===== src/rtl/mcs4_clk_rst_gen_if.sv =====
// Output bundle of the MCS-4 clock/reset generator, plus the raw pad clear that feeds it.
interface mcs4_clk_rst_gen_if;
    logic       clear_in;
    logic       clk1;
    logic       clk2;
    logic       sync;
    logic [2:0] subcycle;
    logic       core_reset;

    modport master (
        input  clear_in,
        output clk1, clk2, sync, subcycle, core_reset
    );

    modport slave (
        output clear_in,
        input  clk1, clk2, sync, subcycle, core_reset
    );
endinterface


===== src/rtl/mcs4_clk_rst_gen.sv =====
// Two-phase clock enables, 8-subcycle frame with SYNC, and a debounced,
// frame-aligned core reset held for RESET_CYCLES instruction cycles.
module mcs4_clk_rst_gen #(
    parameter int DEBOUNCE     = 16,
    parameter int RESET_CYCLES = 8
) (
    input  logic                   i_sysclk,
    input  logic                   i_poc,
    mcs4_clk_rst_gen_if.master     bus
);

    localparam int DB_W = (DEBOUNCE > 1) ? $clog2(DEBOUNCE) : 1;

    typedef enum logic {
        S_HOLD = 1'b0,
        S_RUN  = 1'b1
    } state_t;

    // ---------------- phase / subcycle frame ----------------
    logic       r_started;
    logic [1:0] r_ph;
    logic [2:0] r_sub;
    logic       r_clk1;
    logic       r_clk2;
    logic       r_sync;
    logic [1:0] w_ph_nxt;
    logic [2:0] w_sub_nxt;
    logic       w_wrap;

    // The first edge after poc presents A1/phase 0 without advancing.
    always_comb begin
        w_ph_nxt  = r_ph;
        w_sub_nxt = r_sub;
        if (r_started) begin
            w_ph_nxt = r_ph + 2'd1;
            if (r_ph == 2'd3) begin
                w_sub_nxt = r_sub + 3'd1;
            end
        end
    end

    assign w_wrap = r_started && (r_ph == 2'd3) && (r_sub == 3'd7);

    always_ff @(posedge i_sysclk) begin
        if (i_poc) begin
            r_started <= 1'b0;
            r_ph      <= 2'd0;
            r_sub     <= 3'd0;
            r_clk1    <= 1'b0;
            r_clk2    <= 1'b0;
            r_sync    <= 1'b0;
        end else begin
            r_started <= 1'b1;
            r_ph      <= w_ph_nxt;
            r_sub     <= w_sub_nxt;
            r_clk1    <= (w_ph_nxt == 2'd0);
            r_clk2    <= (w_ph_nxt == 2'd2);
            r_sync    <= (w_sub_nxt == 3'd7);
        end
    end

    // ---------------- clear synchronizer and debounce ----------------
    logic            r_sync1;
    logic            r_sync2;
    logic [DB_W-1:0] r_db_cnt;
    logic            r_clr_db;
    logic            w_db_flip;
    logic            w_db_rise;

    assign w_db_flip = (r_sync2 != r_clr_db) && (r_db_cnt == DB_W'(DEBOUNCE - 1));
    assign w_db_rise = w_db_flip && r_sync2;

    always_ff @(posedge i_sysclk) begin
        if (i_poc) begin
            r_sync1  <= 1'b0;
            r_sync2  <= 1'b0;
            r_db_cnt <= '0;
            r_clr_db <= 1'b0;
        end else begin
            r_sync1 <= bus.clear_in;
            r_sync2 <= r_sync1;
            if (r_sync2 == r_clr_db) begin
                r_db_cnt <= '0;
            end else if (w_db_flip) begin
                r_clr_db <= r_sync2;
                r_db_cnt <= '0;
            end else begin
                r_db_cnt <= r_db_cnt + DB_W'(1);
            end
        end
    end

    // ---------------- reset FSM ----------------
    state_t     r_state;
    state_t     w_state_nxt;
    logic [7:0] r_rc;
    logic [7:0] w_rc_nxt;
    logic       r_armed;
    logic       w_armed_nxt;
    logic       r_core_reset;

    // r_armed marks that a full instruction cycle is now being counted; the
    // cycle in progress when the debounced clear drops is skipped.
    always_comb begin
        w_state_nxt = r_state;
        w_rc_nxt    = r_rc;
        w_armed_nxt = r_armed;
        case (r_state)
            S_HOLD: begin
                if (r_clr_db || w_db_rise) begin
                    w_rc_nxt    = 8'd0;
                    w_armed_nxt = 1'b0;
                end else if (w_wrap) begin
                    if (!r_armed) begin
                        w_armed_nxt = 1'b1;
                    end else if (({1'b0, r_rc} + 9'd1) == 9'(RESET_CYCLES)) begin
                        w_state_nxt = S_RUN;
                        w_rc_nxt    = 8'd0;
                    end else begin
                        w_rc_nxt = r_rc + 8'd1;
                    end
                end
            end
            S_RUN: begin
                if (w_db_rise) begin
                    w_state_nxt = S_HOLD;
                    w_rc_nxt    = 8'd0;
                    w_armed_nxt = 1'b0;
                end
            end
            default: begin
                w_state_nxt = S_HOLD;
                w_rc_nxt    = 8'd0;
                w_armed_nxt = 1'b0;
            end
        endcase
    end

    // After poc the first A1 (edge 1) already starts a counted cycle.
    always_ff @(posedge i_sysclk) begin
        if (i_poc) begin
            r_state      <= S_HOLD;
            r_rc         <= 8'd0;
            r_armed      <= 1'b1;
            r_core_reset <= 1'b1;
        end else begin
            r_state      <= w_state_nxt;
            r_rc         <= w_rc_nxt;
            r_armed      <= w_armed_nxt;
            r_core_reset <= (w_state_nxt == S_HOLD);
        end
    end

    assign bus.clk1       = r_clk1;
    assign bus.clk2       = r_clk2;
    assign bus.sync       = r_sync;
    assign bus.subcycle   = r_sub;
    assign bus.core_reset = r_core_reset;

endmodule


===== src/flat_wrapper.sv =====
// flat-port wrapper written by rule: the top's interface ports become plain ports
module mcs4_clk_rst_gen_flat 
#(
    parameter int DEBOUNCE     = 16,
    parameter int RESET_CYCLES = 8
)
  (i_sysclk, i_poc, bus_clear_in, bus_clk1, bus_clk2, bus_sync, bus_subcycle, bus_core_reset);
  mcs4_clk_rst_gen_if bus_i ();
  input  logic i_sysclk;
  input  logic i_poc;
  input wire logic [$bits(bus_i.clear_in)-1:0] bus_clear_in;
  output wire logic [$bits(bus_i.clk1)-1:0] bus_clk1;
  output wire logic [$bits(bus_i.clk2)-1:0] bus_clk2;
  output wire logic [$bits(bus_i.sync)-1:0] bus_sync;
  output wire logic [$bits(bus_i.subcycle)-1:0] bus_subcycle;
  output wire logic [$bits(bus_i.core_reset)-1:0] bus_core_reset;
  assign bus_i.clear_in = bus_clear_in;
  assign bus_clk1 = bus_i.clk1;
  assign bus_clk2 = bus_i.clk2;
  assign bus_sync = bus_i.sync;
  assign bus_subcycle = bus_i.subcycle;
  assign bus_core_reset = bus_i.core_reset;
  mcs4_clk_rst_gen #(.DEBOUNCE(DEBOUNCE), .RESET_CYCLES(RESET_CYCLES)) u_core (.i_sysclk(i_sysclk), .i_poc(i_poc), .bus(bus_i));
endmodule

===== config.mk =====
export PLATFORM = sky130hd
export DESIGN_NAME = mcs4_clk_rst_gen_flat
export DESIGN_NICKNAME = d
export VERILOG_FILES = /design/src/rtl/mcs4_clk_rst_gen_if.sv /design/src/rtl/mcs4_clk_rst_gen.sv /design/src/flat_wrapper.sv
export SDC_FILE = /design/constraint.sdc
export NUM_CORES = 1
export LEC_CHECK = 0
export CORE_MARGIN = 2
export CORE_UTILIZATION = 55
export CTS_BUF_LIST = sky130_fd_sc_hd__clkbuf_4 sky130_fd_sc_hd__clkbuf_8
export CTS_CLUSTER_DIAMETER = 150
export DETAILED_ROUTE_END_ITERATION = 12
export DONT_BUFFER_PORTS = 1
export GPL_TIMING_DRIVEN = 0
export PLACE_DENSITY = 0.7
export SLEW_MARGIN = 20
export SYNTH_ARGS = -nofsm -noshare
export SYNTH_HDL_FRONTEND = slang
export SYNTH_SLANG_ARGS = --single-unit

===== constraint.sdc =====
create_clock -name i_sysclk -period 3.37 [get_ports i_sysclk]
set_input_delay 0.337 -clock i_sysclk [delete_from_list [all_inputs] [get_ports i_sysclk]]
set_output_delay 0.337 -clock i_sysclk [all_outputs]
set_load 0.02 [all_outputs]

==> results.cfg, run 1 <==
[synth]
synth_area_mm2 = 0.001299
synth_top_cells_by_area = sky130_fd_sc_hd__dfxtp_1, sky130_fd_sc_hd__ha_1, sky130_fd_sc_hd__nor2_1, sky130_fd_sc_hd__a21oi_1, sky130_fd_sc_hd__nand3_1
seq_area_frac_synth_pct = 41.62
synthAdderAreaFrac_pct = 5.780
synth_cells = 149
post_synth_xor_area_fraction_pct = 4.046
number_of_enable_type_register_cells_in_the_synthesized_netlist = 0
synth.ff_latch_count = 27
yosys.area_share.simple_pct = 27.17
average_size_of_a_mapped_cell_um2 = 8.716
synthDistinctLibCells = 41
synth-compound-area-share_pct = 16.09
synth.top_cell.area_share_pct = 41.62
synth_mux_area_share_pct = 1.541
yosysTopAreaCell = sky130_fd_sc_hd__dfxtp_1
synth-main-ff-cell = sky130_fd_sc_hd__dfxtp_1
syn_nets = 158
synth_top_family_by_area = simple AND/OR/NAND/NOR gates
yosys_warnings = 0
async_flop_share_pct = 0

[critical_path]
regToRegStartpoint = u_core.r_rc[0]
timing.critical_path.fanout_max = 6
critPathSlowestCell = sky130_fd_sc_hd__dfxtp_1
worst_ep_arrival_time_ps = 2280
crit_chain = ha_1 > nand3_1 > o21ai_0 > nand4_2 > o41ai_2 > and2_1
critical_path.n_buffers_inverters = 0
end_kind = flip-flop
slowest_delay_ps = 450
type_of_the_worst_setup_path = flip-flop to flip-flop
setup.worst_path.start_class = flip-flop
cp_data_required_time_ps = 3650
crit_path_start = u_core.r_rc[0]
path_delay_family = compound AO/OA/AOI/OAI gates

[pwr]
p_switching_mw = 0.1194
vdd_ir_drop_max_mv = 0.2548
p_per_area_mw_per_mm2 = 380.4
internal-power_mw = 0.3994
power.share.sequential_pct = 64.9
leakagePower_nw = 0.5513
swShare_pct = 23.01
combinationalPowerShare_pct = 7.5
clockPowerShare_pct = 27.6

[route]
detail_route.drc_violations = 0
drt_pass1_iterations = 4
routed_wirelength_um = 2328
wl_per_cell_um = 12.86
detail_route.vias_per_cell = 5.829
vias = 1055
drt_first_iter_violations = 12
detail-route-antenna-nets = 0

[cts]
cts_root_buffer = sky130_fd_sc_hd__clkbuf_4
clock_buffers_created_by_tritoncts = 3
tritoncts = done
post_cts_resize_count = 0
clk-insertion-delay-late_ps = 320
htreeDepth = 1
clk_transition_reported_paths_ps = 130
cts-root-to-sink-buffers = 2
post_cts.repair.setup_buffers = 0
cts_hold_repair.buffers = 0
cts_sink_cnt = 27

[sta]
timing_hold_violations_final = 0
final.period_utilization_pct = 59.48
timing.slew.headroom_pct = 69.80
tightestPinTransition_ps = 453.0
timing.final.max_slew_violations = 0
fin_worst_skew_ps = 2.820
timing.fmax_mhz = 498.9
grt_setup_unrepaired = false
finalHoldWorstSlack_ps = 137.3
finalSetupTns_ps = 0
setup_viol_count_final = 0
timing.final.crit_period_ps = 2005

[placement]
postPlaceCellArea_mm2 = 0.001334
gp_congestion = 0.7802
numPortBuffers = 0
hpwl_detailed_um = 1701
place.detailed.instances = 177

[cells_and_area]
layout_commonest_cell = sky130_fd_sc_hd__dfxtp_1
antennaDiodeCount = 0
layout.cells.most_common_list = sky130_fd_sc_hd__dfxtp_1, sky130_fd_sc_hd__nor2_1, sky130_fd_sc_hd__nand2_1
finish.cell_count_without_fillers = 181
finish.net_count = 163
fin_area_mm2 = 0.001364
final_layout_size_suffix_gt1_share_pct = 9.150
syn2layout_area_growth_pct = 5.010
num-fill-cells = 193

[hold_path]
hold_start = bus_clear_in
hold_path.class = primary input to flip-flop

[run_status]
status = finished, final reports clean

[grt]
first_pass_grt_wire_length_um = 4064
globalRoute.totalOverflow = 0
grt_antenna_before_repair = 0
vias_in_the_first_global_route = 965
maximum_number_of_pins_on_one_net_before_global_route_repair = 15
globalRouteTotalUtil_pct = 19.82

[die]
die_area_mm2 = 0.002766
top_level_ports = 10
floorplan.initialDensity_pct = 58.71
rows = 17
die_width_um = 52.60
core_area_mm2 = 0.002212
die_y_um = 52.60

[run]
max_cap_viol_count = 0
[metal layers]
layer / GRT usage [%] / vias to the layer above / wire, um / part of all wire [%]
li1: - / 543 / - / -
met1: 26.12 / 497 / 1175 / 50
met2: 31.25 / 11 / 1066 / 46
met3: 3.429 / 4 / 55 / 2.4
met4: 9.402 / 0 / 29 / 1.2
met5: 0 / - / 0 / 0
[area by class of cell]
type / instances / area [um^2] / area share [%]
buffer: 7 / 33.78 / 2.477
clock buffer: 4 / 30.03 / 2.202
inverter: 4 / 15.01 / 1.101
multi-input combinational: 111 / 709.4 / 52.02
tap: 28 / 35.03 / 2.569
sequential: 27 / 540.5 / 39.63
[synth_stat cells, types with 2 or more instances]
library cell / instances
sky130_fd_sc_hd__nand4_1: 2
sky130_fd_sc_hd__nor2_1: 16
sky130_fd_sc_hd__nor3b_1: 2
sky130_fd_sc_hd__and2_1: 2
sky130_fd_sc_hd__and3_1: 2
sky130_fd_sc_hd__o22ai_1: 2
sky130_fd_sc_hd__inv_1: 4
sky130_fd_sc_hd__or3_1: 2
sky130_fd_sc_hd__nor3_1: 5
sky130_fd_sc_hd__mux2i_1: 2
sky130_fd_sc_hd__dfxtp_1: 27
sky130_fd_sc_hd__ha_1: 6
sky130_fd_sc_hd__clkbuf_1: 2
sky130_fd_sc_hd__nor2b_1: 2
sky130_fd_sc_hd__buf_2: 3
sky130_fd_sc_hd__or4_1: 2
sky130_fd_sc_hd__nand2_1: 13
sky130_fd_sc_hd__a211oi_1: 2
sky130_fd_sc_hd__o21ai_0: 5
sky130_fd_sc_hd__a31oi_1: 3
sky130_fd_sc_hd__nor4b_1: 2
sky130_fd_sc_hd__o2111ai_1: 2
sky130_fd_sc_hd__a21oi_1: 10
sky130_fd_sc_hd__nand3_1: 10
sky130_fd_sc_hd__xor2_1: 5
[state kept, by name, indices dropped and copies added (netlist names)]
| signal | flops |
|---|---|
| u_core.r_rc | 8 |
| u_core.r_clr_db | 1 |
| u_core.bus.clk1 | 1 |
| u_core.r_ph | 2 |
| u_core.r_sync1 | 1 |
| u_core.r_sync2 | 1 |
| u_core.r_started | 1 |
| u_core.bus.clk2 | 1 |
| u_core.r_state | 1 |
| u_core.bus.core_reset | 1 |
| u_core.r_armed | 1 |
| u_core.bus.subcycle | 3 |
| u_core.bus.sync | 1 |
| u_core.r_db_cnt | 4 |
[per-stage QoR]
stage	total power [mW]	setup slack [ps]	utilization (%)
floorplan	0.3750	1651	-
global placement	0.3804	1448	60.29
detailed placement	0.3827	1401	60.29
CTS	0.5258	1366	61.65
global route	0.5454	1185	61.65
finish	0.5188	1365	61.65
[worst paths after layout]
check                        to  cells after the start  slack (ps)
min reg2reg  u_core.r_db_cnt[0]                      1         460
max              u_core.r_state                      6        1370
min              u_core.r_sync1                      1         140
max reg2reg      u_core.r_state                      6        1370
[logic make-up after synthesis]
family / after synthesis
AOI/OAI and AO/OA: 31
xor gates and xnor gates: 6
adders and majority gates: 6
buffers and inverters: 11
DFF: 27
muxes: 2
and+or+nand+nor: 66
[power groups by stage]
stage	clock [mW]	combinational (mW)	sequential, mW
3_5_place_dp	0	0.0390	0.344
2_1_floorplan	0	0.0325	0.343
5_1_grt	0.163	0.0446	0.338
4_1_cts	0.150	0.0394	0.337
6_report	0.143	0.0391	0.336
3_3_place_gp	0	0.0372	0.343
Note: power is estimated with default switching activity, not from simulation.
==> run 2: changes to the inputs <==
- clock period: 3.37 -> 1.9 ns (I/O delays scaled with it)
==> results.cfg, run 2 (synthesis gave the netlist of run 1 again) <==
[grt]
maximum_number_of_pins_on_one_net_before_global_route_repair = 15
grt_antenna_before_repair = 0
globalRoute.totalOverflow = 0
globalRouteTotalUtil_pct = 20.18
first_pass_grt_wire_length_um = 4146
vias_in_the_first_global_route = 997

[pwr]
vdd_ir_drop_max_mv = 0.4210
leakagePower_nw = 0.5773
p_per_area_mw_per_mm2 = 639.3

[sta]
fin_ws_ps = 117.7
tightestPinTransition_ps = 465.7
timing.slew.headroom_pct = 68.96
fin_worst_skew_ps = 1.402
timing.final.crit_period_ps = 1782
timing.final.max_slew_violations = 0
setup_viol_count_final = 0
final.period_utilization_pct = 93.81
finalSetupTns_ps = 0
timing_hold_violations_final = 0
timing.fmax_mhz = 561.1

[cells_and_area]
largest_register = u_core.r_rc
antennaDiodeCount = 0
layout.cells.most_common_list = sky130_fd_sc_hd__dfxtp_1, sky130_fd_sc_hd__nor2_1, sky130_fd_sc_hd__nand2_1
flip_flop_count_of_the_largest_register_all_copies_and_words_added = 8
final_layout_size_suffix_gt1_share_pct = 15.72
num-fill-cells = 181
layout_commonest_cell = sky130_fd_sc_hd__dfxtp_1
syn2layout_area_growth_pct = 10.79
finish.net_count = 169

[critical_path]
type_of_the_worst_setup_path = flip-flop to flip-flop
crit_chain = ha_2 > and3b_1 > nor4b_2 > o211ai_2 > o41ai_2 > and2_1
cp_data_required_time_ps = 2180
timing.critical_path.fanout_max = 6
ff2ff_setup_slack_ps = 120
slowest_delay_ps = 370
worst_ep_arrival_time_ps = 2060
setup.worst_path.start_class = flip-flop
critPathSlowestCell = sky130_fd_sc_hd__dfxtp_2
regToRegStartpoint = u_core.r_rc[0]
r2r_end = u_core.r_state
reg2reg_depth = 6
end_kind = flip-flop

[hold_path]
min_to = u_core.r_rc[2]
hold_start = i_poc
hold_path.class = primary input to flip-flop
whs_path_cells = 3

[cts]
clk_transition_reported_paths_ps = 130
cts_root_buffer = sky130_fd_sc_hd__clkbuf_4
tritoncts = done
cts-root-to-sink-buffers = 2
clk-insertion-delay-late_ps = 320
cts_sink_cnt = 27
htreeDepth = 1
clock_buffers_created_by_tritoncts = 3

[die]
floorplan.initialDensity_pct = 58.71
die_y_um = 52.60
core_area_mm2 = 0.002212
die_area_mm2 = 0.002766
rows = 17
top_level_ports = 10
die_width_um = 52.60

[route]
routed_wirelength_um = 2446
detail_route.drc_violations = 0
drt_first_iter_violations = 23
drt_pass1_iterations = 4
vias = 1099
wl_per_cell_um = 13.08
detail-route-antenna-nets = 0
detail_route.vias_per_cell = 5.877

[run]
max_cap_viol_count = 0

[placement]
gp_congestion = 0.7802
placement.setup.worst_slack_ps = -68.92
numPortBuffers = 0
hpwl_detailed_um = 1701

[run_status]
status = finished, final reports clean
==> run 2: layout make-up <==
type / count / area, um^2 / area share (%)
Inverter: 4 / 15.01 / 1.043
Clock buffer: 4 / 30.03 / 2.087
Timing Repair Buffer: 6 / 50.05 / 3.478
Sequential cell: 27 / 550.5 / 38.26
Multi-Input combinational cell: 111 / 721.9 / 50.17
Buffer: 7 / 36.28 / 2.522
Tap cell: 28 / 35.03 / 2.435
==> run 2: how the worst max path moves through the flow <==
| stage | start | end | cells after the start |
|---|---|---|---|
| floorplan | u_core.r_rc[0] | u_core.r_state | 6 |
| global placement | u_core.r_rc[0] | u_core.r_state | 6 |
| detailed placement | u_core.r_rc[0] | u_core.r_state | 6 |
| CTS | u_core.bus.subcycle[1] | u_core.r_rc[0] | 8 |
| global route | u_core.bus.subcycle[0] | u_core.r_rc[7] | 8 |
| finish | u_core.r_rc[0] | u_core.r_state | 6 |
==> run 2: where the power goes <==
part | leakage [nW] | switching (mW) | internal, mW
Clock | 0.0184 | 0.156 | 0.0966
Combinational | 0.337 | 0.0416 | 0.0319
Sequential | 0.222 | 0.0140 | 0.580
Total | 0.577 | 0.211 | 0.709
==> run 2: routing by layer <==
layer | share of wire, % | vias up | GRT usage [%]
met1 | 48 | 511 | 25.94
met2 | 47 | 24 | 32.71
li1 | - | 559 | -
met4 | 1.7 | 0 | 9.402
met5 | 0 | - | 0
met3 | 3.1 | 5 | 3.429
==> run 2: what timing repair did <==
action / in CTS / in global routing
buffers inserted: 0 / 4
hold buffers: 2 / 0
endpoints found under the hold margin: 2 / 0
pin swaps: 1 / 3
endpoints found under the setup margin: 6 / 10
resized for setup: 3 / 9
==> run 2: per-stage QoR <==
| step | std cells | power [mW] | instance area, um^2 | hold WS, ps | utilization, % |
|---|---|---|---|---|---|
| detailed placement | 177 | 0.6787 | 1334 | 325.3 | 60.29 |
| floorplan | 149 | 0.6652 | 1299 | 295.1 | - |
| CTS | 183 | 0.9359 | 1388 | 55.14 | 62.73 |
| finish | 187 | 0.9199 | 1439 | 70.28 | 65.05 |
| global placement | 177 | 0.6748 | 1334 | 326.1 | 60.29 |
| global route | 187 | 0.9684 | 1439 | 79.71 | 65.05 |
==> run 2: worst max-delay path, delay by kind of cell, from the launching register on <==
| family | cells | cell delay (ps) |
|---|---|---|
| and+or+nand+nor | 3 | 670 |
| AOI/OAI and AO/OA | 2 | 470 |
| DFF | 1 | 370 |
| adders and majority gates | 1 | 230 |
==> run 3: changes to the inputs <==
- PLACE_DENSITY: 0.7 -> 0.75
==> results.cfg, run 3 (synthesis gave the netlist of run 1 again) <==
[pwr]
internal-power_mw = 0.7087
combinationalPowerShare_pct = 7.8
p_switching_mw = 0.2148
vdd_ir_drop_max_mv = 0.5717
p_per_area_mw_per_mm2 = 640.7
clockPowerShare_pct = 27.6
power.share.sequential_pct = 64.5
swShare_pct = 23.26
leakagePower_nw = 0.6010
design_power_total_mw = 0.9235

[cells_and_area]
layout_commonest_cell = sky130_fd_sc_hd__dfxtp_1
seq_area_um2 = 549.3
flip_flop_count_of_the_largest_register_all_copies_and_words_added = 8
num-fill-cells = 195
largest_register = u_core.r_rc
finish.net_count = 166
antennaDiodeCount = 0
fin_area_mm2 = 0.001441
syn2layout_area_growth_pct = 10.98
final_core_util_pct = 65.16
multiInputGateArea_um2 = 750.7
layout.cells.most_common_list = sky130_fd_sc_hd__dfxtp_1, sky130_fd_sc_hd__nor2_1, sky130_fd_sc_hd__nand2_1
final_layout_size_suffix_gt1_share_pct = 16.67

[critical_path]
regToRegStartpoint = u_core.bus.subcycle[1]
timing.critical_path.fanout_max = 9
critPathSlowestCell = sky130_fd_sc_hd__dfxtp_2
crit_chain = ha_1 > ha_1 > a41oi_2 > o22a_1 > clkbuf_4 > nor3_1 > o21ai_0 > a21oi_1
critPathMostFrequentCell = sky130_fd_sc_hd__ha_1
r2r_end = u_core.r_rc[0]
worst_ep_arrival_time_ps = 2070
type_of_the_worst_setup_path = flip-flop to flip-flop
reg2reg_depth = 8
cp_num_cells = 8
setup.worst_path.start_class = flip-flop
end_kind = flip-flop
critical_path.n_buffers_inverters = 1
ff2ff_setup_slack_ps = 80
cp_data_required_time_ps = 2150
slowest_delay_ps = 450
path_delay_family = compound AO/OA/AOI/OAI gates

[sta]
tightestPinTransition_ps = 541.7
fin_worst_skew_ps = 2.520
timing.slew.headroom_pct = 63.88
timing_hold_violations_final = 0
timing.fmax_mhz = 550.8
finalHoldWorstSlack_ps = 7.586
finalSetupTns_ps = 0
final.period_utilization_pct = 95.55
grt_setup_unrepaired = true
timing.final.crit_period_ps = 1815
setup_viol_count_final = 0
timing.final.max_slew_violations = 0

[grt]
globalRouteTotalUtil_pct = 20.63
grt_antenna_before_repair = 0
first_pass_grt_wire_length_um = 4236
globalRoute.totalOverflow = 0
maximum_number_of_pins_on_one_net_before_global_route_repair = 15
vias_in_the_first_global_route = 921

[hold_path]
hold_start = i_poc
whs_path_cells = 1
min_to = u_core.r_started
hold_path.class = primary input to flip-flop

[route]
drt_first_iter_violations = 25
detail_route.drc_violations = 0
wl_per_cell_um = 14.11
drt_pass1_iterations = 4
vias = 1097
detail_route.vias_per_cell = 5.962
routed_wirelength_um = 2597
detail-route-antenna-nets = 0

[die]
die_area_mm2 = 0.002766
rows = 17
die_y_um = 52.60
die_width_um = 52.60
top_level_ports = 10
core_area_mm2 = 0.002212
floorplan.initialDensity_pct = 58.71

[placement]
numPortBuffers = 0
gp_congestion = 0.7981
postPlaceCellArea_mm2 = 0.001334
hpwl_detailed_um = 1823

[run]
max_cap_viol_count = 0

[cts]
htreeDepth = 1
cts_sink_cnt = 27
clk_transition_reported_paths_ps = 130
clock_buffers_created_by_tritoncts = 3
cts_root_buffer = sky130_fd_sc_hd__clkbuf_4
tritoncts = done
cts-root-to-sink-buffers = 2
clk-insertion-delay-late_ps = 320

[run_status]
status = finished, final reports clean
-- run 3: worst max path at each step --
stage                                 startpoint  slack (ps)              to
after floorplan                   u_core.r_rc[0]         180  u_core.r_state
after global placement            u_core.r_rc[0]         -20  u_core.r_state
after detailed placement          u_core.r_rc[0]         -90  u_core.r_state
after CTS                         u_core.r_rc[0]          20  u_core.r_state
after global routing          u_core.r_db_cnt[0]         -10  u_core.r_rc[0]
final                     u_core.bus.subcycle[1]          80  u_core.r_rc[0]
-- run 3: worst register-to-register path, cell delays in order (launching register included) --
cell and delay [ps]:
sky130_fd_sc_hd__dfxtp_2 450, sky130_fd_sc_hd__ha_1 200, sky130_fd_sc_hd__ha_1 210, sky130_fd_sc_hd__a41oi_2 140, sky130_fd_sc_hd__o22a_1 210, sky130_fd_sc_hd__clkbuf_4 180, sky130_fd_sc_hd__nor3_1 120, sky130_fd_sc_hd__o21ai_0 100
sky130_fd_sc_hd__a21oi_1 140
-- run 3: per-layer routing --
metal  GRT usage (%)  part of all wire (%)
met5               0                     0
met4           5.556                  0.89
met3           3.429                   2.3
met2           34.17                    49
met1           27.65                    47
-- run 3: cell type report --
cell class	instances	area share [%]
plain buffers	7	2.517
clock buffers	4	2.083
inverters	4	1.042
multi-input cells	111	52.08
flip-flops and latches	27	38.11
well taps	28	2.431
repair buffers	3	1.736
-- run 3: repair_timing --
| item | 4_1_cts | 5_1_grt |
|---|---|---|
| hold buffers | 1 | 0 |
| gates resized for setup | 5 | 10 |
| endpoints found under the hold margin | 1 | 0 |
| pin swaps | 1 | 4 |
| setup endpoints to repair | 7 | 6 |
| buffers inserted | 0 | 2 |
-- run 3: stage by stage --
step	worst slack (ps)	cells
final	84.54	184
after floorplan	180.6	149
after global placement	-19.84	177
after CTS	23.73	182
after global routing	-14.10	184
after detailed placement	-88.07	177
-- run 3: power groups by stage --
| stage | sequential, mW | clock [mW] | combinational [mW] |
|---|---|---|---|
| 6_report | 0.596 | 0.255 | 0.0722 |
| 5_1_grt | 0.598 | 0.281 | 0.0823 |
| 4_1_cts | 0.597 | 0.264 | 0.0720 |
| 3_5_place_dp | 0.610 | 0 | 0.0699 |
| 3_3_place_gp | 0.609 | 0 | 0.0664 |
| 2_1_floorplan | 0.608 | 0 | 0.0576 |
